**config.mk**
```make
export PLATFORM = sky130hd
export DESIGN_NAME = wbi2c_master
export DESIGN_NICKNAME = d
export VERILOG_FILES = /design/src/rtl/wbi2c_pkg.sv /design/src/rtl/wbi2c_bit_engine.sv /design/src/rtl/wbi2c_master.sv
export SDC_FILE = /design/constraint.sdc
export NUM_CORES = 1
export LEC_CHECK = 0
export ABC_AREA = 1
export CAP_MARGIN = 20
export CORE_MARGIN = 2
export CORE_UTILIZATION = 40
export CTS_CLUSTER_SIZE = 16
export DETAILED_ROUTE_END_ITERATION = 16
export PLACE_DENSITY_LB_ADDON = 0.12
export SLEW_MARGIN = 20
export SYNTH_ARGS = -nofsm -noshare
export SYNTH_HDL_FRONTEND = slang
export SYNTH_HIERARCHICAL = 1
export SYNTH_SLANG_ARGS = --single-unit
```
**constraint.sdc**
```tcl
create_clock -name i_clk -period 2.7 [get_ports i_clk]
set_clock_uncertainty 0.2 [all_clocks]
set_input_delay 0.27 -clock i_clk [delete_from_list [all_inputs] [get_ports i_clk]]
set_output_delay 0.27 -clock i_clk [all_outputs]
set_load 0.05 [all_outputs]
```
**src/rtl/wbi2c_pkg.sv**
```systemverilog
// Shared constants for the Wishbone I2C master: register map, CMD/STATUS bit
// positions, sequencer states and the bit-engine line-drive table.
package wbi2c_pkg;
  localparam logic [2:0] A_PRER_LO = 3'd0;
  localparam logic [2:0] A_PRER_HI = 3'd1;
  localparam logic [2:0] A_CTRL    = 3'd2;
  localparam logic [2:0] A_DATA    = 3'd3;
  localparam logic [2:0] A_CMD     = 3'd4;

  localparam int CTRL_EN  = 7;
  localparam int CMD_STA  = 7;
  localparam int CMD_STO  = 6;
  localparam int CMD_RD   = 5;
  localparam int CMD_WR   = 4;
  localparam int CMD_ACK  = 3;
  localparam int ST_RXACK = 7;
  localparam int ST_BUSY  = 6;
  localparam int ST_TIP   = 1;

  typedef enum logic [2:0] {S_IDLE, S_START, S_WRITE, S_READ, S_ACK, S_STOP} state_e;
  typedef enum logic [1:0] {OP_START, OP_STOP, OP_BIT} op_e;

  // Returns {scl_oe, sda_oe} for a given step and phase; din=1 releases SDA.
  function automatic logic [1:0] line_drive(op_e op, logic [1:0] ph, logic din);
    logic [1:0] d;
    d = 2'b00;
    case (op)
      OP_START: d = (ph == 2'd3) ? 2'b11 : (ph == 2'd2) ? 2'b01 : 2'b00;
      OP_STOP:  d = (ph == 2'd0) ? 2'b11 : (ph == 2'd1) ? 2'b01 : 2'b00;
      default:  d = {(ph == 2'd0) || (ph == 2'd3), ~din};
    endcase
    return d;
  endfunction
endpackage

```
**src/rtl/wbi2c_bit_engine.sv**
```systemverilog
// Executes one START, STOP or data bit as four prescaled phases, honouring
// slave clock stretching in phase 1 and sampling SDA at the end of phase 2.
module wbi2c_bit_engine
  import wbi2c_pkg::*;
(
  input  logic        i_clk,
  input  logic        i_rst_n,
  input  logic        i_en,
  input  logic [15:0] i_prer,
  input  logic        i_start,
  input  op_e         i_op,
  input  logic        i_din,
  input  logic        i_scl,
  input  logic        i_sda,
  output logic        o_done,
  output logic        o_dout,
  output logic        o_scl_oe,
  output logic        o_sda_oe
);
  logic        r_busy;
  op_e         r_op;
  logic        r_din;
  logic [1:0]  r_phase;
  logic [15:0] r_cnt;
  logic        r_dout;
  logic        r_scl_oe;
  logic        r_sda_oe;
  logic        w_hold;
  logic        w_tick;

  assign w_hold   = (r_phase == 2'd1) & ~i_scl;
  assign w_tick   = r_busy & ~w_hold & (r_cnt == i_prer);
  assign o_done   = w_tick & (r_phase == 2'd3);
  assign o_dout   = r_dout;
  assign o_scl_oe = r_scl_oe;
  assign o_sda_oe = r_sda_oe;

  // Line drives are registered from the next phase so they change on the
  // same edge the phase does.
  always_ff @(posedge i_clk or negedge i_rst_n) begin
    if (!i_rst_n) begin
      r_busy   <= 1'b0;
      r_op     <= OP_BIT;
      r_din    <= 1'b1;
      r_phase  <= 2'd0;
      r_cnt    <= 16'd0;
      r_dout   <= 1'b0;
      r_scl_oe <= 1'b0;
      r_sda_oe <= 1'b0;
    end else if (!i_en) begin
      r_busy   <= 1'b0;
      r_phase  <= 2'd0;
      r_cnt    <= 16'd0;
      r_scl_oe <= 1'b0;
      r_sda_oe <= 1'b0;
    end else if (i_start) begin
      r_busy                 <= 1'b1;
      r_op                   <= i_op;
      r_din                  <= i_din;
      r_phase                <= 2'd0;
      r_cnt                  <= 16'd0;
      {r_scl_oe, r_sda_oe}   <= line_drive(i_op, 2'd0, i_din);
    end else if (o_done) begin
      r_busy <= 1'b0;
    end else if (w_tick) begin
      r_phase                <= r_phase + 2'd1;
      r_cnt                  <= 16'd0;
      {r_scl_oe, r_sda_oe}   <= line_drive(r_op, r_phase + 2'd1, r_din);
      if (r_phase == 2'd2) r_dout <= i_sda;
    end else if (r_busy) begin
      r_cnt <= w_hold ? 16'd0 : r_cnt + 16'd1;
    end
  end
endmodule

```
**src/rtl/wbi2c_master.sv**
```systemverilog
// Wishbone register file and byte sequencer for the I2C master; the bit
// engine below does the actual line timing.
module wbi2c_master
  import wbi2c_pkg::*;
#(
  parameter int          ADDR_WIDTH       = 28,
  parameter logic [15:0] DEFAULT_PRESCALE = 16'd49
) (
  input  logic                  i_clk,
  input  logic                  i_axi_reset_n,
  input  logic                  i_wb_cyc,
  input  logic                  i_wb_stb,
  input  logic                  i_wb_we,
  input  logic [ADDR_WIDTH-1:0] i_wb_addr,
  input  logic [7:0]            i_wb_data,
  input  logic                  i_wb_sel,
  output logic                  o_wb_stall,
  output logic                  o_wb_ack,
  output logic                  o_wb_err,
  output logic [7:0]            o_wb_data,
  input  logic                  i_scl,
  output logic                  o_scl_oe,
  input  logic                  i_sda,
  output logic                  o_sda_oe
);
  logic [7:0] r_prer_lo, r_prer_hi, r_txr, r_rxr, r_rdata;
  logic       r_en, r_rxack, r_busy, r_tip, r_ack, r_err;
  logic       r_sto, r_rd, r_wr, r_nack;
  state_e     r_state;
  logic [2:0] r_bit;

  logic [2:0] w_a;
  logic       w_req, w_map, w_wr, w_cmd_go, w_done, w_dout, w_start, w_din;
  logic       w_unused;
  state_e     w_nxt;
  logic [2:0] w_nxt_bit;
  op_e        w_op;

  assign w_a        = i_wb_addr[2:0];
  assign w_unused   = ^i_wb_addr[ADDR_WIDTH-1:3];
  assign w_req      = i_wb_cyc & i_wb_stb;
  assign w_map      = (w_a <= A_CMD);
  assign w_wr       = w_req & i_wb_we & i_wb_sel & w_map;
  assign w_cmd_go   = w_wr & (w_a == A_CMD) & r_en & ~r_tip & (|i_wb_data[7:4]);
  assign o_wb_stall = 1'b0;
  assign o_wb_ack   = r_ack;
  assign o_wb_err   = r_err;
  assign o_wb_data  = r_rdata;

  // Next step is chosen combinationally so the engine chains steps with no gap.
  always_comb begin
    w_nxt     = r_state;
    w_nxt_bit = r_bit;
    w_start   = 1'b0;
    if (w_cmd_go) begin
      w_start   = 1'b1;
      w_nxt_bit = 3'd7;
      if (i_wb_data[CMD_STA])     w_nxt = S_START;
      else if (i_wb_data[CMD_WR]) w_nxt = S_WRITE;
      else if (i_wb_data[CMD_RD]) w_nxt = S_READ;
      else                        w_nxt = S_STOP;
    end else if (w_done) begin
      case (r_state)
        S_START: w_nxt = r_wr ? S_WRITE : r_rd ? S_READ : r_sto ? S_STOP : S_IDLE;
        S_WRITE, S_READ: begin
          if (r_bit == 3'd0) w_nxt = S_ACK;
          else               w_nxt_bit = r_bit - 3'd1;
        end
        S_ACK:   w_nxt = r_sto ? S_STOP : S_IDLE;
        default: w_nxt = S_IDLE;
      endcase
      w_start = (w_nxt != S_IDLE);
    end
  end

  always_comb begin
    w_op  = OP_BIT;
    w_din = 1'b1;
    case (w_nxt)
      S_START: w_op  = OP_START;
      S_STOP:  w_op  = OP_STOP;
      S_WRITE: w_din = r_txr[w_nxt_bit];
      S_ACK:   w_din = r_rd ? r_nack : 1'b1;
      default: ;
    endcase
  end

  always_ff @(posedge i_clk or negedge i_axi_reset_n) begin
    if (!i_axi_reset_n) begin
      r_prer_lo <= DEFAULT_PRESCALE[7:0];
      r_prer_hi <= DEFAULT_PRESCALE[15:8];
      r_txr     <= 8'd0;
      r_rxr     <= 8'd0;
      r_rdata   <= 8'd0;
      r_en      <= 1'b0;
      r_rxack   <= 1'b0;
      r_busy    <= 1'b0;
      r_tip     <= 1'b0;
      r_ack     <= 1'b0;
      r_err     <= 1'b0;
      r_sto     <= 1'b0;
      r_rd      <= 1'b0;
      r_wr      <= 1'b0;
      r_nack    <= 1'b0;
      r_state   <= S_IDLE;
      r_bit     <= 3'd0;
    end else begin
      r_ack   <= w_req & w_map;
      r_err   <= w_req & ~w_map;
      r_rdata <= 8'd0;
      if (w_req & w_map & ~i_wb_we) begin
        case (w_a)
          A_PRER_LO: r_rdata <= r_prer_lo;
          A_PRER_HI: r_rdata <= r_prer_hi;
          A_CTRL:    r_rdata <= {r_en, 7'd0};
          A_DATA:    r_rdata <= r_rxr;
          default:   r_rdata <= {r_rxack, r_busy, 4'd0, r_tip, 1'b0};
        endcase
      end
      if (w_wr) begin
        case (w_a)
          A_PRER_LO: if (!r_en) r_prer_lo <= i_wb_data;
          A_PRER_HI: if (!r_en) r_prer_hi <= i_wb_data;
          A_CTRL:    r_en  <= i_wb_data[CTRL_EN];
          A_DATA:    r_txr <= i_wb_data;
          default:   ;
        endcase
      end
      if (!r_en) begin
        r_state <= S_IDLE;
        r_tip   <= 1'b0;
        r_busy  <= 1'b0;
      end else begin
        r_state <= w_nxt;
        r_bit   <= w_nxt_bit;
        if (w_cmd_go) begin
          r_tip  <= 1'b1;
          r_sto  <= i_wb_data[CMD_STO];
          r_wr   <= i_wb_data[CMD_WR];
          r_rd   <= i_wb_data[CMD_RD] & ~i_wb_data[CMD_WR];
          r_nack <= i_wb_data[CMD_ACK];
        end else if (w_done && w_nxt == S_IDLE) begin
          r_tip <= 1'b0;
        end
        if (w_start && w_nxt == S_START) r_busy <= 1'b1;
        if (w_done && r_state == S_STOP) r_busy <= 1'b0;
        if (w_done && r_state == S_READ) r_rxr <= {r_rxr[6:0], w_dout};
        if (w_done && r_state == S_ACK && !r_rd) r_rxack <= w_dout;
      end
    end
  end

  wbi2c_bit_engine u_bit (
    .i_clk    (i_clk),
    .i_rst_n  (i_axi_reset_n),
    .i_en     (r_en),
    .i_prer   ({r_prer_hi, r_prer_lo}),
    .i_start  (w_start),
    .i_op     (w_op),
    .i_din    (w_din),
    .i_scl    (i_scl),
    .i_sda    (i_sda),
    .o_done   (w_done),
    .o_dout   (w_dout),
    .o_scl_oe (o_scl_oe),
    .o_sda_oe (o_sda_oe)
  );
endmodule

```
* Yosys cells after proc, flatten, opt, wreduce, memory -nomap -nowiden
Cells that the tools add are included.
Word-level totals: flip-flop bits (word level) 81, latch bits 0, memory bits (writable) 0, bits in read-only memories 0, bits of input ports 44, output and inout bits 13, word-level logic and storage cells 172, memories 0
Operators by class: add/subtract/negate cells 3, multipliers 0, div/mod/pow operators 0, order comparisons 2, equal/unequal tests 28, shift operators 0, mux-type cells 59, bitwise gates (word level) 27, reductions and logical operators 28
Operators by type and width (number):
- 16-bit two-way mux | 6
- 3-bit two-way mux | 16
- 8-bit one-hot mux with 4 select lines | 1
- 1-bit two-way mux | 23
- 16-bit by 1-bit adder with 16-bit output (second input constant) | 1
- 1-bit AND | 16
- 16-bit == test | 1
- 2-bit AND reduction | 8
- 3-bit by 2-bit == test with 1-bit output (second input constant) | 5
- 3-bit == test (second input constant) | 5
- 2-bit two-way mux | 6
- 3-bit by 1-bit != test with 1-bit output (second input constant) | 4
- 2-bit one-hot mux with 2 select lines | 3
- 1-bit NOT | 11
- 3-bit by 1-bit == test with 1-bit output (second input constant) | 3
- 3-bit logical NOT | 3
- 3-bit one-hot mux with 3 select lines | 1
- 2-bit by 1-bit == test with 1-bit output (second input constant) | 4
- 2-bit == test (second input constant) | 4
- 8-bit two-way mux | 1
- 1-bit logical AND | 6
- 2-bit logical NOT | 3
- 3-bit AND reduction | 2
- 5-bit AND reduction | 1
- other kinds (13) | 13

* Longest topological paths before layout
depth in word-level cells 17, gate-level depth with buffers 25, depth with buffers taken out 24

* Hierarchy
Netlist, hierarchy kept.
Modules (own cells, without submodules):
- wbi2c_master | instances 1, cells each 357, area an instance 2870.3 um2, sequential area each 1405.1 um2
- wbi2c_bit_engine | instances 1, cells each 299, area an instance 1951.9 um2, sequential area each 628.1 um2

* Worst setup path before layout
OpenSTA, ideal clock, no wires.
path type reg2reg, from register r_prer_lo[5], to register u_bit.r_cnt[13], setup time 0.116 ns, arrival 2.543 ns, required time 2.384 ns, setup slack -0.159 ns, cell stages (with the launch flop) 17, buffers on the path 3, period minus slack after synthesis 2.859 ns, cells stage by stage dfstp_2 inv_1 nand2_1 nand4_1 or3_1 nor4_1 buf_2 o21ai_0 nand2_1 or2_1 clkbuf_1 clkinv_1 nand3_2 buf_4 nor2_1 nand2_2 nand2_1
Between the ends: cells in the longest elaborated chain, start to end 7, elaborated cells on any way between the ends 12, those cells by class eq/ne (3); mux (6); bitwise (2); reduce/logical (1)
Ends and longest elaborated chain:
- start: declaration | RTL line wbi2c_master.sv:26 | logic [7:0] r_prer_lo, r_prer_hi, r_txr, r_rxr, r_rdata;
- start signal: assignment | RTL line wbi2c_master.sv:90 | r_prer_lo <= DEFAULT_PRESCALE[7:0];
- start signal: assignment | RTL line wbi2c_master.sv:122 | A_PRER_LO: if (!r_en) r_prer_lo <= i_wb_data;
- 16-bit == test (*) | RTL line wbi2c_bit_engine.sv:32 | assign w_tick = r_busy & ~w_hold & (r_cnt == i_prer);
- 1-bit AND (*) | RTL line wbi2c_bit_engine.sv:32
- 1-bit AND (*) | RTL line wbi2c_bit_engine.sv:33 | assign o_done = w_tick & (r_phase == 2'd3);
- named net w_done | RTL line wbi2c_master.sv:33 | logic w_req, w_map, w_wr, w_cmd_go, w_done, w_dout, w_start, w_din;
- 1-bit two-way mux (*) | RTL line wbi2c_master.sv:62 | end else if (w_done) begin
- 1-bit two-way mux (*) | RTL line wbi2c_master.sv:55 | if (w_cmd_go) begin
- named net w_start | RTL line wbi2c_master.sv:33
- 4-bit by 1-bit != test with 1-bit output (no line) (tied with other cells)
- 2-bit AND reduction (no line) or 16-bit two-way mux (tied branches)
- end signal: assignment | RTL line wbi2c_bit_engine.sv:71 | r_cnt <= w_hold ? 16'd0 : r_cnt + 16'd1;
- end: declaration | RTL line wbi2c_bit_engine.sv:24 | logic [15:0] r_cnt;
The timed path passes the listed nets; every way through them passes the cells marked *. The select of a mux whose other input is x is not followed. A chain may end at the register's enable or synchronous reset.

* Final worst setup path
from register r_prer_hi[1], to register u_bit.r_sda_oe, in the netlist u_bit/o_sda_oe
Between the ends: cells in the longest elaborated chain, start to end 12, elaborated cells on any way between the ends 26, those cells by class eq/ne (8); mux (13); bitwise (3); reduce/logical (2)
Ends and longest elaborated chain:
- start: declaration | RTL line wbi2c_master.sv:26
- start signal: assignment | RTL line wbi2c_master.sv:91 | r_prer_hi <= DEFAULT_PRESCALE[15:8];
- start signal: assignment | RTL line wbi2c_master.sv:123 | A_PRER_HI: if (!r_en) r_prer_hi <= i_wb_data;
- 16-bit == test (*) | RTL line wbi2c_bit_engine.sv:32
- 1-bit AND (*) | RTL line wbi2c_bit_engine.sv:32
- 1-bit AND (*) | RTL line wbi2c_bit_engine.sv:33
- named net w_done | RTL line wbi2c_master.sv:33
- 3-bit two-way mux | RTL line wbi2c_master.sv:62
- 3-bit two-way mux | RTL line wbi2c_master.sv:55
- 1-bit binary-select mux with 3-bit select | RTL line wbi2c_master.sv:82 | S_WRITE: w_din = r_txr[w_nxt_bit];
- 1-bit two-way mux (not written as such) | RTL line wbi2c_master.sv:82
- 1-bit one-hot mux with 2 select lines (*) | RTL line wbi2c_master.sv:79 | case (w_nxt)
- named net w_din | RTL line wbi2c_master.sv:33
- 1-bit NOT (*) | RTL line wbi2c_pkg.sv:30 | default: d = {(ph == 2'd0) || (ph == 2'd3), ~din};
- 2-bit one-hot mux with 2 select lines (*) | RTL line wbi2c_pkg.sv:27 | case (op)
- 1-bit two-way mux (*) | RTL line wbi2c_bit_engine.sv:56 | end else if (i_start) begin
- 1-bit two-way mux (*) | RTL line wbi2c_bit_engine.sv:50 | end else if (!i_en) begin
- end signal: assignment | RTL line wbi2c_bit_engine.sv:62 | {r_scl_oe, r_sda_oe} <= line_drive(i_op, 2'd0, i_din);
- end signal: assignment | RTL line wbi2c_bit_engine.sv:68 | {r_scl_oe, r_sda_oe} <= line_drive(r_op, r_phase + 2'd1, r_din);
- end: declaration | RTL line wbi2c_bit_engine.sv:27 | logic r_sda_oe;
Marked as above.

==> out/qor.tcl <==
set qor(hold_viol) 0
set qor(tritoncts) {yes}
set qor(cp_max_fo) 6
set qor(dpl-instance-area_sq_mm) 0.005958
set qor(gp_congestion) 0.8676
set qor(max_stage_delay_ps) 420
set qor(final-seq-area_sq_mm) 0.002033
set qor(p_leak_nw) 3.287
set qor(synth-edff-count) 0
set qor(final_wirelength_mm) 13.19
set qor(layout_min_cycle_time_ps) 2893
set qor(antenna_found_initial) 0
set qor(drv_slew) 0
set qor(count_of_routing_violations_after_the_opening_detailed_route_iteration) 241
set qor(cts_max_path_buffers) 2
set qor(ant_nets) 0
set qor(async_reset_ff_frac) 1.000
set qor(max-slew-margin-rel) 0.6464
set qor(syn_area_per_cell_sq_um) 7.351
set qor(grt_max_degree) 38
set qor(initial_utilization) 0.4048
set qor(outcome) {finished, violations left}
set qor(power_per_cell_area_mw_per_mm2) 626.3
set qor(setup_total_negative_slack_ps) -2266
set qor(synthCells) 656
set qor(endpoint_kind) {flop}
set qor(global_route_overflow) 0
set qor(num_antenna_cells) 0
set qor(layout-drive-gt1-share) 0.2719
set qor(class_of_the_tightest_hold_or_removal_check) {in -> async}
set qor(synth.yosys.seq_area_share) 0.4216
set qor(core.rowCount) 40
set qor(ios) 57
set qor(wire_length_of_the_first_global_routing_pass_mm) 21.87
set qor(floorplan.core_area_sq_mm) 0.01191
set qor(criticalPathCategory) {reg -> reg}
set qor(drc) 0
set qor(floorplan.die_area_sq_mm) 0.01295
set qor(fin_ws_ps) -193.4
set qor(power_frac_clock) 0.295
set qor(h-tree-depth) 3
set qor(vias) 4532
set qor(finalSetupViolCount) 19
set qor(port_buffers) 30
set qor(ys.warnings.count) 6
set qor(yosys_register_bits) 81
set qor(final_worst_path_period_share) 1.072
set qor(rsz0062_at_grt) {true}
set qor(nets) 844
set qor(largest_delay_contributor_family_on_the_critical_path) {simple AND/OR/NAND/NOR gates}
set qor(power.share.combinational) 0.361
set qor(count_of_max_cap_constraint_violations) 0
set qor(crit_buf_inv) 4
set qor(timing_worst_slew_pin_value_ps) 528.8
set qor(critical_path.most_common_cell) {nand2_1}
set qor(critical_path_required_ps) 2770
set qor(clk_pin_slew_worst_paths_ps) 70
set qor(area_growth_pct) 37.08
set qor(cp_slowest_cell) {or3_4}
set qor(worst_ep_arrival_time_ps) 2970
set qor(nFillCells) 1140
set qor(portion_of_total_power_attributed_to_sequential_cells) 0.344
set qor(worst_skew_pair.late_latency_ps) 350
set qor(synth_flop_cell) {dfrtp_1}
set qor(cts_buffers) 9
set qor(chipWidth_microns) 113.8
set qor(die_h_microns) 113.8
set qor(hpwl_mm) 10.05
set qor(critical_path.startpoint_type) {flop}
set qor(swShare) 0.3589
set qor(avg_vias_per_cell) 4.796
set qor(irDropWorstVdd_mv) 0.3161
set qor(cp_cell_sequence) {inv_1 > nand2_1 > nand4_1 > or3_4 > nor4_4 > buf_6 > nand4_1 > nand2_1 > nand2_2 > inv_4 > nand3_1 > nand3_1 > nand3_2 > nand3_2 > nand3_2 > nand2_1 > inv_1 > o22ai_1 > nand2_1 > o21ai_1}
set qor(ys_types) 40
set qor(wire_per_inst_microns) 13.95
set qor(failed_checks) {setup timing}
set qor(detail_route.first_pass.iterations) 5
set qor(multi_input_area_sq_mm) 0.002501
set qor(grt_total_usage) 0.2158
set qor(synth.cell_area_sq_mm) 0.004822
set qor(cts_num_sinks) 81
set qor(power_report.internal_total_mw) 2.654
set qor(power.net_switching_mw) 1.486
set qor(cts_root_buffer) {clkbuf_16}
set qor(synthesis.nets) 707
set qor(number_of_global_route_vias_before_repair) 4534
set qor(fmaxAchievable_mhz) 345.6
set qor(final_area_sq_mm) 0.006610
-- layout make-up --
class                      count  share of cell area
clock buffer                   9             0.03407
clock inverter                 7            0.009654
inverter                      99             0.05773
multi-input combinational    463              0.3784
sequential                    81              0.3076
tap                          147             0.02783
timing repair buffer         139              0.1847
-- worst register-to-register path, stage by stage, from the launching register on --
cell and delay, ps:
dfrtp_1 400, inv_1 60, nand2_1 80, nand4_1 120, or3_4 420, nor4_4 160, buf_6 170, nand4_1 130
nand2_1 100, nand2_2 70, inv_4 90, nand3_1 70, nand3_1 100, nand3_2 70, nand3_2 110, nand3_2 80
nand2_1 70, inv_1 40, o22ai_1 150, nand2_1 70, o21ai_1 70
-- cells in the final DEF, fill, tap and decap left out, types with 15 or more instances in the layout --
cell,count
buf_4,96
clkdlybuf4s50_1,29
dfrtp_1,76
inv_1,79
nand2_1,199
nand2_2,17
nand3_1,29
nand3_2,17
nand4_1,15
nor2_1,53
o21ai_0,40
-- flip-flops by register name, indices dropped and copies added (netlist names), 2 cells and up --
signal and flops:
o_wb_data 8, r_bit 3, r_prer_hi 8, r_prer_lo 8, r_rxr 8, r_state 3
r_txr 8, u_bit/r_cnt 16, u_bit/r_op 2, u_bit/r_phase 2
-- stage by stage --
stage          setup slack, ps  hold slack [ps]  cells  utilization  total power, mW
3_3_place_gp            -293.9            71.30    913       0.5002            2.687
4_1_cts                 -199.7            243.1    936       0.5346            4.023
6_report                -193.4            230.8    945       0.5549            4.140
3_5_place_dp            -359.0            73.15    913       0.5002            2.710
5_1_grt                 -424.7            267.9    945       0.5549            4.401
2_1_floorplan           -7.035           -225.6    656            -            2.202
-- logic make-up after synthesis --
group	Yosys count	share of synthesized area
compound gates	77	0.09211
flops	81	0.4216
buf+inv	112	0.09522
simple gates	363	0.3448
other cells	1	0.0007777
xor+xnor	15	0.02724
fa+ha+maj	7	0.01816
-- synth_stat cells (7+ instances only) --
cell	number	area, sq um
inv_2	9	33.78
inv_1	87	326.6
nand3_1	31	155.2
nand2_1	213	799.5
o21ai_0	46	230.2
nor2_1	59	221.5
nand4_1	15	93.84
o21ai_1	8	40.04
nand3_2	16	160.2
xor2_1	10	87.58
dfrtp_1	76	1902
ha_1	7	87.58
-- final timing paths --
check                               from             end  slack (ps)  cells after the start
min in group i_clk           u_bit/r_din     u_bit/r_din         280                      2
max in group asynchronous  i_axi_reset_n   u_bit/r_op[1]        1310                      3
hold reg to reg              u_bit/r_din     u_bit/r_din         280                      2
hold / removal             i_axi_reset_n    r_prer_lo[6]         230                      2
setup reg to reg            r_prer_hi[1]  u_bit/o_sda_oe        -190                     20
setup / recovery            r_prer_hi[1]  u_bit/o_sda_oe        -190                     20
-- power groups by stage --
stage / logic (mW) / registers (mW) / clock network (mW)
after floorplan: 0.707 / 1.50 / 0
after global placement: 1.24 / 1.44 / 0
after detailed placement: 1.27 / 1.44 / 0
after CTS: 1.35 / 1.42 / 1.26
after global routing: 1.65 / 1.44 / 1.31
final: 1.49 / 1.43 / 1.22
-- metal layers --
layer,global-route usage,up-vias,routed length (microns),part of all wire
li1,-,2351,-,-
met1,0.2768,2087,6022,0.46
met2,0.3645,71,6442,0.49
met3,0.04304,23,442,0.034
met4,0.07642,0,280,0.021
met5,0,-,0,0
-- timing repair --
item / 4_1_cts / 5_1_grt
gates cloned: 0 / 2
hold endpoints to repair: 33 / 0
buffers inserted: 6 / 10
gates resized for setup: 14 / 46
pin swaps: 5 / 9
hold buffers: 1 / 0
setup endpoints to repair: 22 / 26
Note: power is estimated with default switching activity, not from simulation.
